**src/rtl/subbytes_scheduler.sv**
```systemverilog
// Round-robin job scheduler for one shared 32-bit SubBytes lane.
// State jobs run as four column beats; key SubWord jobs run as a single beat.
module subbytes_scheduler #(
    parameter bit KEY_FIRST = 1'b1
) (
    input  logic         clk_i,
    input  logic         rst_i,
    input  logic         st_valid_i,
    output logic         st_ready_o,
    input  logic [127:0] st_data_i,
    output logic         st_done_o,
    output logic [127:0] st_result_o,
    input  logic         key_valid_i,
    output logic         key_ready_o,
    input  logic [31:0]  key_word_i,
    output logic         key_done_o,
    output logic [31:0]  key_result_o,
    output logic [31:0]  sb_in_o,
    input  logic [31:0]  sb_out_i,
    output logic         busy_o
);

    typedef enum logic [1:0] {
        IDLE    = 2'd0,
        ST_RUN  = 2'd1,
        KEY_RUN = 2'd2
    } state_e;

    state_e       state_q, state_d;
    logic [1:0]   cnt_q, cnt_d;
    logic         pri_q, pri_d;
    logic [127:0] st_buf_q, st_buf_d;
    logic [31:0]  key_buf_q, key_buf_d;
    logic [127:0] st_result_q, st_result_d;
    logic [31:0]  key_result_q, key_result_d;
    logic         st_done_q, st_done_d;
    logic         key_done_q, key_done_d;
    logic         grant_st, grant_key;

    always_ff @(posedge clk_i or posedge rst_i) begin
        if (rst_i) begin
            state_q      <= IDLE;
            cnt_q        <= 2'd0;
            pri_q        <= KEY_FIRST;
            st_buf_q     <= '0;
            key_buf_q    <= '0;
            st_result_q  <= '0;
            key_result_q <= '0;
            st_done_q    <= 1'b0;
            key_done_q   <= 1'b0;
        end else begin
            state_q      <= state_d;
            cnt_q        <= cnt_d;
            pri_q        <= pri_d;
            st_buf_q     <= st_buf_d;
            key_buf_q    <= key_buf_d;
            st_result_q  <= st_result_d;
            key_result_q <= key_result_d;
            st_done_q    <= st_done_d;
            key_done_q   <= key_done_d;
        end
    end

    // pri_q = 1 means the key requester wins the next simultaneous request
    assign grant_st  = st_valid_i & (~key_valid_i | ~pri_q);
    assign grant_key = key_valid_i & (~st_valid_i | pri_q);

    always_comb begin
        state_d      = state_q;
        cnt_d        = cnt_q;
        pri_d        = pri_q;
        st_buf_d     = st_buf_q;
        key_buf_d    = key_buf_q;
        st_result_d  = st_result_q;
        key_result_d = key_result_q;
        st_done_d    = 1'b0;
        key_done_d   = 1'b0;
        unique case (state_q)
            IDLE: begin
                if (grant_st) begin
                    st_buf_d = st_data_i;
                    cnt_d    = 2'd0;
                    pri_d    = 1'b1;
                    state_d  = ST_RUN;
                end else if (grant_key) begin
                    key_buf_d = key_word_i;
                    pri_d     = 1'b0;
                    state_d   = KEY_RUN;
                end
            end
            ST_RUN: begin
                unique case (cnt_q)
                    2'd0: st_result_d[127:96] = sb_out_i;
                    2'd1: st_result_d[95:64]  = sb_out_i;
                    2'd2: st_result_d[63:32]  = sb_out_i;
                    2'd3: st_result_d[31:0]   = sb_out_i;
                    default: ;
                endcase
                cnt_d = cnt_q + 2'd1;
                if (cnt_q == 2'd3) begin
                    state_d   = IDLE;
                    st_done_d = 1'b1;
                end
            end
            KEY_RUN: begin
                key_result_d = sb_out_i;
                key_done_d   = 1'b1;
                state_d      = IDLE;
            end
            default: state_d = IDLE;
        endcase
    end

    always_comb begin
        sb_in_o = 32'h0;
        unique case (state_q)
            ST_RUN: begin
                unique case (cnt_q)
                    2'd0: sb_in_o = st_buf_q[127:96];
                    2'd1: sb_in_o = st_buf_q[95:64];
                    2'd2: sb_in_o = st_buf_q[63:32];
                    2'd3: sb_in_o = st_buf_q[31:0];
                    default: sb_in_o = 32'h0;
                endcase
            end
            KEY_RUN: sb_in_o = key_buf_q;
            default: sb_in_o = 32'h0;
        endcase
        // readies stay low while reset is held, even though the FSM already sits in IDLE
        st_ready_o  = (state_q == IDLE) & ~rst_i;
        key_ready_o = (state_q == IDLE) & ~rst_i;
        busy_o      = (state_q == ST_RUN) | (state_q == KEY_RUN);
    end

    assign st_done_o    = st_done_q;
    assign key_done_o   = key_done_q;
    assign st_result_o  = st_result_q;
    assign key_result_o = key_result_q;

endmodule
```
**config.mk**
```make
export PLATFORM = sky130hd
export DESIGN_NAME = subbytes_scheduler
export DESIGN_NICKNAME = d
export VERILOG_FILES = /design/src/rtl/subbytes_scheduler.sv
export SDC_FILE = /design/constraint.sdc
export NUM_CORES = 1
export LEC_CHECK = 0
export BUFFER_PORTS_ARGS = -buffer_cell sky130_fd_sc_hd__buf_4
export CAP_MARGIN = 10
export CELL_PAD_IN_SITES_DETAIL_PLACEMENT = 1
export CELL_PAD_IN_SITES_GLOBAL_PLACEMENT = 1
export CORE_ASPECT_RATIO = 1.4
export CORE_MARGIN = 1
export CORE_UTILIZATION = 45
export CTS_CLUSTER_DIAMETER = 40
export CTS_CLUSTER_SIZE = 25
export DETAILED_ROUTE_END_ITERATION = 8
export GPL_ROUTABILITY_DRIVEN = 0
export PLACE_DENSITY_LB_ADDON = 0.25
export SYNTH_ARGS = -nofsm -noshare
export SYNTH_HDL_FRONTEND = slang
export SYNTH_SLANG_ARGS = --single-unit
```
**constraint.sdc**
```tcl
create_clock -name clk_i -period 25.8 [get_ports clk_i]
set_input_delay 2.58 -clock clk_i [delete_from_list [all_inputs] [get_ports clk_i]]
set_output_delay 2.58 -clock clk_i [all_outputs]
set_load 0.03 [all_outputs]
```
==> summary.md, run 1 <==
| Metric | Value |
|---|---|
| Row count | 74 |
| Worst vdd ir | 97.19 uV |
| H-tree Lvls | 2 |
| Root buffer cell | clkbuf_16 |
| Via/cell ratio | 5.358 |
| Synth warnings | 0 |
| Crit-path leading delay family | buffers and inverters |
| Worst-path clk slew | 50 ps |
| Yosys top cell by area | dfrtp_1 |
| Fmax | 177.6 MHz |
| Core footprint | 29,260 sq um |
| Finished layout cell area | 18,060 sq um |
| Initial antenna violation count | 3 |
| Pwr/cell area | 147.3 nW/um^2 |
| Crit path required time | 23,220 ps |
| End point of the critical path | key_ready_o |
| Routed WL per cell | 22.99 um |
| Maximum clock insertion buffer count | 3 |
| Ranking of synthesized cells by area | dfrtp_1 (61%), mux2_2 (19%), mux2_1 (8.3%) |
| CTS Buf Count | 41 |
| Distinct cell type count after synthesis | 24 |
| Leak | 0.008506 uW |
| Largest net degree at the start of global routing | 121 |
| Worst Reg-to-Reg Cells | 5 |
| Synth top area share | 60.67% |
| Dpl cells | 1,599 |
| Post-Syn Area | 13,450 sq um |
| Initial core utilization | 45.95% |
| Sum Neg Setup Slack | 0 ps |
| Syn avg cell area | 15.37 sq um |
| Max-cap violations | 0 |
| Worst slew margin | 33.64% |
| Iter 0 DRT Violations | 359 |
| Core Util, Final | 61.73% |
| Share of layout cells above drive strength 1 | 54.72% |
| Port bufs | 392 |
| Synth Register Bits | 327 |
| Origin of the critical flop-to-flop path | state_q[0]$_DFFE_PP0P_ |
| I/O Pins | 393 |
| Critical path startpoint category | input pin |
| Tightest Pin Transition | 995.4 ps |
| HPWL after detailed placement | 25,680 um |
| Hold crit path type | flip-flop to flip-flop |
| RSZ-0062 raised after global routing | false |
| First-pass GRT wire length | 59,040 um |
| Crit-path cells | buf_4 > nor2b_1 > buf_4 |
| Crit path capture type | output pin |
| Crit-path max FO | 2 |
| Setup Crit Path Kind | input pin to output pin |
| Tot GR Track Use | 25.55% |
| DIE WIDTH | 148.1 um |
| Max-slew violation count | 0 |
| Reg2Reg Setup Slack | 22,860 ps |
| Via Count | 8,975 |
| Final Cycle Share | 21.83% |
| Time the worst path needs with I/O delays and setup | 5632 ps |
| Critical Path Source | rst_i |
| Drt total wl | 38,500 um |
| CP max-delay cell | buf_4 |
| # DRC | 0 |
| Buffers and inverters on the worst path | 2 |
| Die Y | 206.5 um |
| Synthesized instance count | 875 |
| Post-layout power | 2660 uW |
| CP peak stage delay | 180 ps |
| Vias in the first global route | 10,359 |
| Setup Skew | 22.12 ps |
| R2R Path End | st_buf_q[108]$_DFFE_PP0P_ |
| Die area | 30,580 sq um |
| Worst skew pair latency | 530 ps |
| Commonest non-fill, non-tap cell in the layout | buf_4 |
| Cts hold-fix bufs | 0 |
| Final Setup Violations | 0 |
| # clock sinks | 327 |
| Commonest cells after routing, fill and taps aside | buf_4 (404), dfrtp_1 (326), mux2_2 (221), mux2_1 (99), clkbuf_16 (41) |
| Syn_nets | 1,079 |
| 1st-pass router iterations | 8 |
| Nets | 1,466 |
| Non-filler cells, final | 1,675 |
| Layout area overhead | 34.34% |
| Grt total ovfl | 0 |
| TritonCTS clock tree | done |
| Most Frequent Cell on Critical Path | buf_4 |
| Worst path arrival time | 3050 ps |
| Run status | complete, no violations |
| Routed Antenna Nets | 0 |
| Post_cts resized | 0 |
| DP Area | 16,650 sq um |
| Hold Vio Cnt, Final | 0 |
| Post-CTS setup buffer count | 0 |
| Stages on the worst setup path | 3 |
| Sequential-to-total area share from yosys stat | 60.87% |
-- cell families (layout without fill, tap and decap cells) --
kind of cell	Yosys count	count (layout)	synth area share (%)
AOI/OAI and AO/OA	74	74	5.034
adders and majority gates	8	8	0.7445
buffers and inverters	100	517	3.629
DFF	327	327	60.87
muxes	352	352	29.18
other	0	3	0
and+or+nand+nor	14	14	0.5397
-- layer usage --
layer / vias to the layer above / part of all wire, % / track usage, %
met3: 70 / 7.6 / 7.417
met5: - / 0 / 0
met4: 0 / 3.0 / 9.536
li1: 3951 / - / -
met1: 4648 / 35 / 27.31
met2: 306 / 54 / 47.27
-- how the worst min path moves through the flow --
stage	start	end	slack, ps	cells past startpoint
finish	st_buf_q[18]$_DFFE_PP0P_	st_buf_q[18]$_DFFE_PP0P_	490	1
global route	st_buf_q[1]$_DFFE_PP0P_	st_buf_q[1]$_DFFE_PP0P_	510	1
CTS	st_buf_q[7]$_DFFE_PP0P_	st_buf_q[7]$_DFFE_PP0P_	500	1
detailed placement	st_buf_q[37]$_DFFE_PP0P_	st_buf_q[37]$_DFFE_PP0P_	480	1
global placement	st_buf_q[81]$_DFFE_PP0P_	st_buf_q[81]$_DFFE_PP0P_	470	1
floorplan	key_buf_q[28]$_DFFE_PP0P_	key_buf_q[28]$_DFFE_PP0P_	460	1
-- cells in the mapped netlist (all sizes together) --
library cell  number
ha                 8
mux2i             32
inv               40
a32o               3
and2               4
nand2b             3
nand2              6
buf               37
a31oi              1
nor2b              1
dfrtp            326
mux2             320
clkbuf            23
o21ai              1
a22o              32
a21boi             1
a21oi              4
dfstp              1
a222oi            32
-- power by group --
part	internal, uW	leakage [uW]	switching [uW]
sequential	778	0.00384	146
clock	346	0.000696	238
combinational	505	0.00397	648
-- flip-flops by register name, summed over array words and instances, names as in the netlist --
register	count
cnt_q	2
key_buf_q	32
key_done_o	1
key_result_o	32
pri_q	1
st_buf_q	128
st_done_o	1
st_result_o	128
state_q	2
-- through the flow --
stage,worst slack (ps),hold WS (ps)
final,20170,491.3
after global routing,20050,509.0
after CTS,20170,495.1
after detailed placement,20170,480.5
after global placement,20180,475.0
after floorplan,14170,458.5
-- layout make-up --
type	instances	area [sq um]
multi-input cells	448	4801
flip-flops and latches	327	8184
well taps	380	475.5
clock inverters	26	305.3
fillers	2800	11200
clock buffers	47	1099
repair buffers	404	3033
diodes	3	7.507
inverters	40	157.7
(Power assumes the default switching activity.)
==> run 2, diff against run 1 <==
Settings changed: CORE_UTILIZATION 45 to 38.
Clock period 25.8 ns to 4.7 ns, I/O delays scaled along.
==> run 2 against run 1 <==
Effect of this change:
- clock power grew to 5.5 times the previous value
- final cell count grew 4.5%
- sequential cell count is the same
- count of clock-buffer cells in the layout grew 2
- wire length shrank 1.2%
- sequential share of layout area shrank 0.30 points
- combinational power grew to 5.5 times the previous value
- critical path type is now flip-flop to output pin
- critical endpoint is now sb_in_o[11]
- highest routed layer is now met5
==> summary.md, run 2 (synthesis gave the netlist of run 1 again) <==
| Metric | Value |
|---|---|
| Run status | complete, no violations |
| Cts hold-fix bufs | 0 |
| Via/cell ratio | 5.102 |
| 1st-pass router iterations | 8 |
| Grt total ovfl | 0 |
| Post-CTS setup buffer count | 0 |
| Initial core utilization | 38.57% |
| # clock sinks | 327 |
| Final Setup Violations | 0 |
| Max-cap violations | 0 |
| Iter 0 DRT Violations | 356 |
| DP Area | 16,780 sq um |
| Root buffer cell | clkbuf_16 |
| Port bufs | 392 |
| H-tree Lvls | 2 |
| Critical path startpoint category | flip-flop |
| Die Y | 224.6 um |
| TritonCTS clock tree | done |
| Setup Skew | 18.65 ps |
| Leak | 0.008495 uW |
| Setup Crit Path Kind | flip-flop to output pin |
| Worst vdd ir | 456.4 uV |
| Post_cts resized | 0 |
| Filler Cell Count | 3,495 |
| Pre-CTS WS | 1971 ps |
| Die area | 36,150 sq um |
| Core footprint | 34,860 sq um |
| Worst path arrival time | 2780 ps |
| Tightest Pin Transition | 917.8 ps |
| RSZ-0062 raised after global routing | false |
| Routed Antenna Nets | 0 |
| Core Util, Final | 52.15% |
| Hold Vio Cnt, Final | 0 |
| Time the worst path needs with I/O delays and setup | 3253 ps |
| Largest net degree at the start of global routing | 131 |
| Worst skew pair latency | 540 ps |
| Crit path required time | 4230 ps |
| I/O Pins | 393 |
| Post-route setup slack | 1447 ps |
| CTS Buf Count | 41 |
| Routed WL per cell | 21.73 um |
| Worst slew margin | 38.59% |
| Finished layout cell area | 18,180 sq um |
| Nets | 1,467 |
| Reg2Reg Setup Slack | 2050 ps |
| Vias in the first global route | 9,951 |
| Tot GR Track Use | 21.11% |
| Share of layout cells above drive strength 1 | 54.76% |
| Layout area overhead | 35.23% |
| Row count | 81 |
| Fmax | 307.4 MHz |
| Max-slew violation count | 0 |
| Pwr/cell area | 799.9 nW/um^2 |
| # DRC | 0 |
| Hold slack | 130.2 ps |
| Hold crit path type | input pin to flip-flop |
| First-pass GRT wire length | 58,770 um |
| DIE WIDTH | 161.0 um |
| Crit path capture type | output pin |
| Maximum clock insertion buffer count | 3 |
| Worst-path clk slew | 60 ps |
| Commonest cells after routing, fill and taps aside | buf_4 (403), dfrtp_1 (326), mux2_2 (221), mux2_1 (99), clkbuf_16 (43) |
| HPWL after detailed placement | 25,880 um |
| Initial antenna violation count | 3 |
| Crit-path max FO | 21 |
| Commonest non-fill, non-tap cell in the layout | buf_4 |
| Via Count | 8,929 |
| Final Cycle Share | 69.21% |
| Drt total wl | 38,020 um |
[run 2: cell types whose count changed in the layout (fill, tap and decap cells not counted), moves of 2 or more]
cell | before | now
buf_12 | 0 | 2
clkbuf_16 | 41 | 43
clkinv_4 | 4 | 1
clkinvlp_4 | 0 | 7
diode_2 | 3 | 1
inv_6 | 10 | 7
inv_8 | 5 | 2
[run 2: path summary, 6_finish.rpt]
kind	from	to	cells after the start
max in group asynchronous	rst_i	key_result_o[1]$_DFFE_PP0N_	3
setup / recovery	cnt_q[0]$_DFFE_PP0P_	sb_in_o[11]	6
hold / removal	key_valid_i	pri_q$_DFFE_PP1P_	2
hold reg to reg	st_buf_q[23]$_DFFE_PP0P_	st_buf_q[23]$_DFFE_PP0P_	1
min in group asynchronous	rst_i	key_done_o$_DFF_PP0_	2
setup reg to reg	cnt_q[1]$_DFFE_PP0P_	st_result_o[3]$_DFFE_PP0P_	3
[run 2: layer usage]
layer / global-route usage (%) / wire [um] / up-vias
li1: - / - / 3943
met1: 25.27 / 14780 / 4628
met2: 36.32 / 19370 / 292
met3: 6.011 / 2924 / 62
met4: 6.999 / 920 / 4
met5: 0 / 26 / -
[run 2: power breakdown]
| group | switching, uW | internal (uW) | leakage, uW | total, uW |
|---|---|---|---|---|
| Sequential | 781 | 4270 | 0.00384 | 5050 |
| Combinational | 3510 | 2770 | 0.00398 | 6280 |
| Clock | 1290 | 1930 | 0.000675 | 3220 |
[run 2: area by class of cell]
type                    instances  area (sq um)  area share, %
flip-flops and latches        327          8184          45.01
multi-input cells             448          4803          26.42
diodes                          1         2.502        0.01376
repair buffers                405          3065          16.86
well taps                     456         570.5          3.138
clock inverters                24         264.0          1.452
clock buffers                  49          1139          6.262
inverters                      40         153.9         0.8464
[run 2: worst max-delay path: stages (launching register included)]
cell     delay, ps
dfrtp_1        410
inv_1          140
ha_2           740
buf_4          400
mux2i_1        240
a22o_1         150
buf_4          160
[run 2: stage by stage]
step           std cells  power (uW)  setup TNS, ps
2_1_floorplan        875        9084         -43650
3_3_place_gp        1676       11240              0
3_5_place_dp        1676       11430              0
4_1_cts             1749       14750              0
5_1_grt             1750       15300              0
6_report            1750       14540              0
==> run 3, diff against run 2 <==
Settings changed: ABC_AREA from default to 1.
Clock period 4.7 ns to 3.2 ns, I/O delays scaled along.
==> run 3 against run 2 <==
Effect of this change:
- die area increased by 4.5%
- sequential power increased by 45%
- critical path depth increased by 1
- core utilization decreased by 0.19 points
- count of clock-buffer cells in the layout decreased by 4
- setup slack got worse by 1300 ps
- largest cell class unchanged
- highest routed layer unchanged
==> summary.md, run 3 <==
| Metric | Value |
|---|---|
| Initial core utilization | 38.44% |
| Asr flop ratio synth | 100.0% |
| Tightest Pin Transition | 937.7 ps |
| Largest net degree at the start of global routing | 153 |
| Max-cap violations | 0 |
| Commonest cells after routing, fill and taps aside | nand2_1 (683), buf_4 (407), dfrtp_1 (326), nand3_1 (133), nor2_1 (97) |
| Commonest non-fill, non-tap cell in the layout | nand2_1 |
| 1st-pass router iterations | 5 |
| Root buffer cell | clkbuf_16 |
| Dpl cells | 2,409 |
| Post-CTS setup buffer count | 0 |
| RSZ-0062 raised after global routing | false |
| Run status | complete, no violations |
| Count leader, synth | nand2_1 |
| Final Setup Violations | 0 |
| Die Y | 229.5 um |
| Worst path arrival time | 2690 ps |
| Leak | 0.009841 uW |
| Crit-path leading delay family | buffers and inverters |
| Hold slack | 15.97 ps |
| Yosys top cell by area | dfrtp_1 |
| Time the worst path needs with I/O delays and setup | 3013 ps |
| DP Area | 17,120 sq um |
| Worst-path clk slew | 60 ps |
| Worst vdd ir | 718.3 uV |
| Crit path capture type | output pin |
| Crit path required time | 2880 ps |
| Post_cts resized | 0 |
| Critical path startpoint category | flip-flop |
| Cts hold-fix bufs | 46 |
| Setup Crit Path Kind | flip-flop to output pin |
| Setup Skew | 17.36 ps |
| Pre-CTS WS | 775.8 ps |
| Port bufs | 392 |
| Top cells by count, synth | nand2_1 (684), dfrtp_1 (326), nand3_1 (133) |
| Row count | 83 |
| Buffers and inverters on the worst path | 3 |
| Core footprint | 36,560 sq um |
| Hold crit path type | input pin to flip-flop |
| CP max-delay cell | ha_1 |
| Vias in the first global route | 13,465 |
| Synth warnings | 0 |
| Layout area overhead | 35.20% |
| Initial antenna violation count | 5 |
| Final Cycle Share | 94.14% |
| CP peak stage delay | 420 ps |
| # DRC | 0 |
| Synthesized instance count | 1,640 |
| Share of layout cells above drive strength 1 | 25.12% |
| DIE WIDTH | 164.5 um |
| Hold Vio Cnt, Final | 0 |
| CTS Buf Count | 40 |
| Syn_nets | 1,844 |
| H-tree Lvls | 2 |
| Tot GR Track Use | 27.02% |
| Worst skew pair latency | 540 ps |
| Routed WL per cell | 20.16 um |
| Synth Register Bits | 327 |
| Footprint of the multi-input gates | 4989 sq um |
| EDFF count, synth | 0 |
| Filler Cell Count | 4,342 |
| HPWL after detailed placement | 35,270 um |
| Post-layout power | 21,170 uW |
| Drt total wl | 51,060 um |
| Pwr/cell area | 1114 nW/um^2 |
| Distinct cell type count after synthesis | 23 |
| Crit-path max FO | 32 |
| Worst slew margin | 37.49% |
| Finished layout cell area | 19,000 sq um |
| Syn avg cell area | 8.568 sq um |
| Post-Syn Area | 14,050 sq um |
| TritonCTS clock tree | done |
| Top_reg_cell synth | dfrtp_1 |
| Maximum clock insertion buffer count | 3 |
| First-pass GRT wire length | 77,200 um |
| Nets | 2,234 |
| Via/cell ratio | 5.064 |
| Iter 0 DRT Violations | 976 |
| Die area | 37,760 sq um |
| Ranking of synthesized cells by area | dfrtp_1 (58%), nand2_1 (18%), nand3_1 (4.7%) |
| Fmax | 331.9 MHz |
| Non-filler cells, final | 2,533 |
| I/O Pins | 393 |
| Synth top area share | 58.06% |
| Post-route setup slack | 187.4 ps |
| Via Count | 12,826 |
| # clock sinks | 327 |
| Max-slew violation count | 0 |
| Sequential-to-total area share from yosys stat | 58.25% |
| Sequential cell area | 8184 sq um |
| Grt total ovfl | 0 |
| Crit-path cells | inv_1 > ha_1 > inv_2 > nor2_1 > o21ai_1 > a21oi_1 > buf_4 |
| Routed Antenna Nets | 0 |
## run 3: changes by cell type in the layout (fill, tap and decap cells not counted), moves of 61 or more
cell / previous run / this run
mux2_1: 99 / 0
nor2_1: 0 / 97
nand3_1: 0 / 133
o21ai_0: 1 / 94
nand2_1: 4 / 683
mux2_2: 221 / 0
a21oi_1: 3 / 64
## run 3: area by class of cell
type | instances | area share, %
Antenna cell | 4 | 0.05269
Clock buffer | 45 | 5.644
Clock inverter | 29 | 1.772
Inverter | 47 | 0.9748
Multi-Input combinational cell | 1155 | 26.26
Sequential cell | 327 | 43.08
Tap cell | 467 | 3.076
Timing Repair Buffer | 459 | 19.14
## run 3: cell families (layout without fill, tap and decap cells)
family | after synthesis | in the layout | share of synthesized area, %
simple gates | 920 | 920 | 26.01
flops | 327 | 327 | 58.25
compound gates | 227 | 227 | 8.584
buf+inv | 158 | 580 | 6.447
fa+ha+maj | 8 | 8 | 0.7124
other cells | 0 | 4 | 0
## run 3: worst paths after layout
path	startpoint	to	slack [ps]	cells after the start
min in group asynchronous	rst_i	state_q[0]$_DFFE_PP0P_	300	3
worst max-delay path	state_q[1]$_DFFE_PP0P_	sb_in_o[19]	190	7
worst min register to register	st_buf_q[50]$_DFFE_PP0P_	st_buf_q[50]$_DFFE_PP0P_	470	2
max in group asynchronous	rst_i	st_buf_q[14]$_DFFE_PP0P_	1750	4
worst min-delay path	key_word_i[4]	key_buf_q[4]$_DFFE_PP0P_	20	3
worst max register to register	state_q[0]$_DFFE_PP0P_	key_result_o[25]$_DFFE_PP0N_	990	5
## run 3: worst reg2reg max path, cell delays in order, from the launching register on
cell     delay, ps
dfrtp_1        400
inv_1          170
ha_4           590
buf_4          610
nor2_1         130
a21oi_1        230
## run 3: stage by stage
stage          setup TNS (ps)  util, %
2_1_floorplan         -484050        -
3_3_place_gp                0    46.83
3_5_place_dp                0    46.83
4_1_cts                     0    51.94
5_1_grt                     0    51.96
6_report                    0    51.97
## run 3: power by group
part | total, uW | internal [uW] | switching [uW]
Combinational | 9110 | 2990 | 6120
Sequential | 7330 | 6110 | 1220
Clock | 4730 | 2740 | 1980
## run 3: layer usage
metal  track usage, %  wire [um]
met5                0         17
met4            12.61       2370
met3            5.107       3106
met2            47.02      26100
met1            31.73      19460
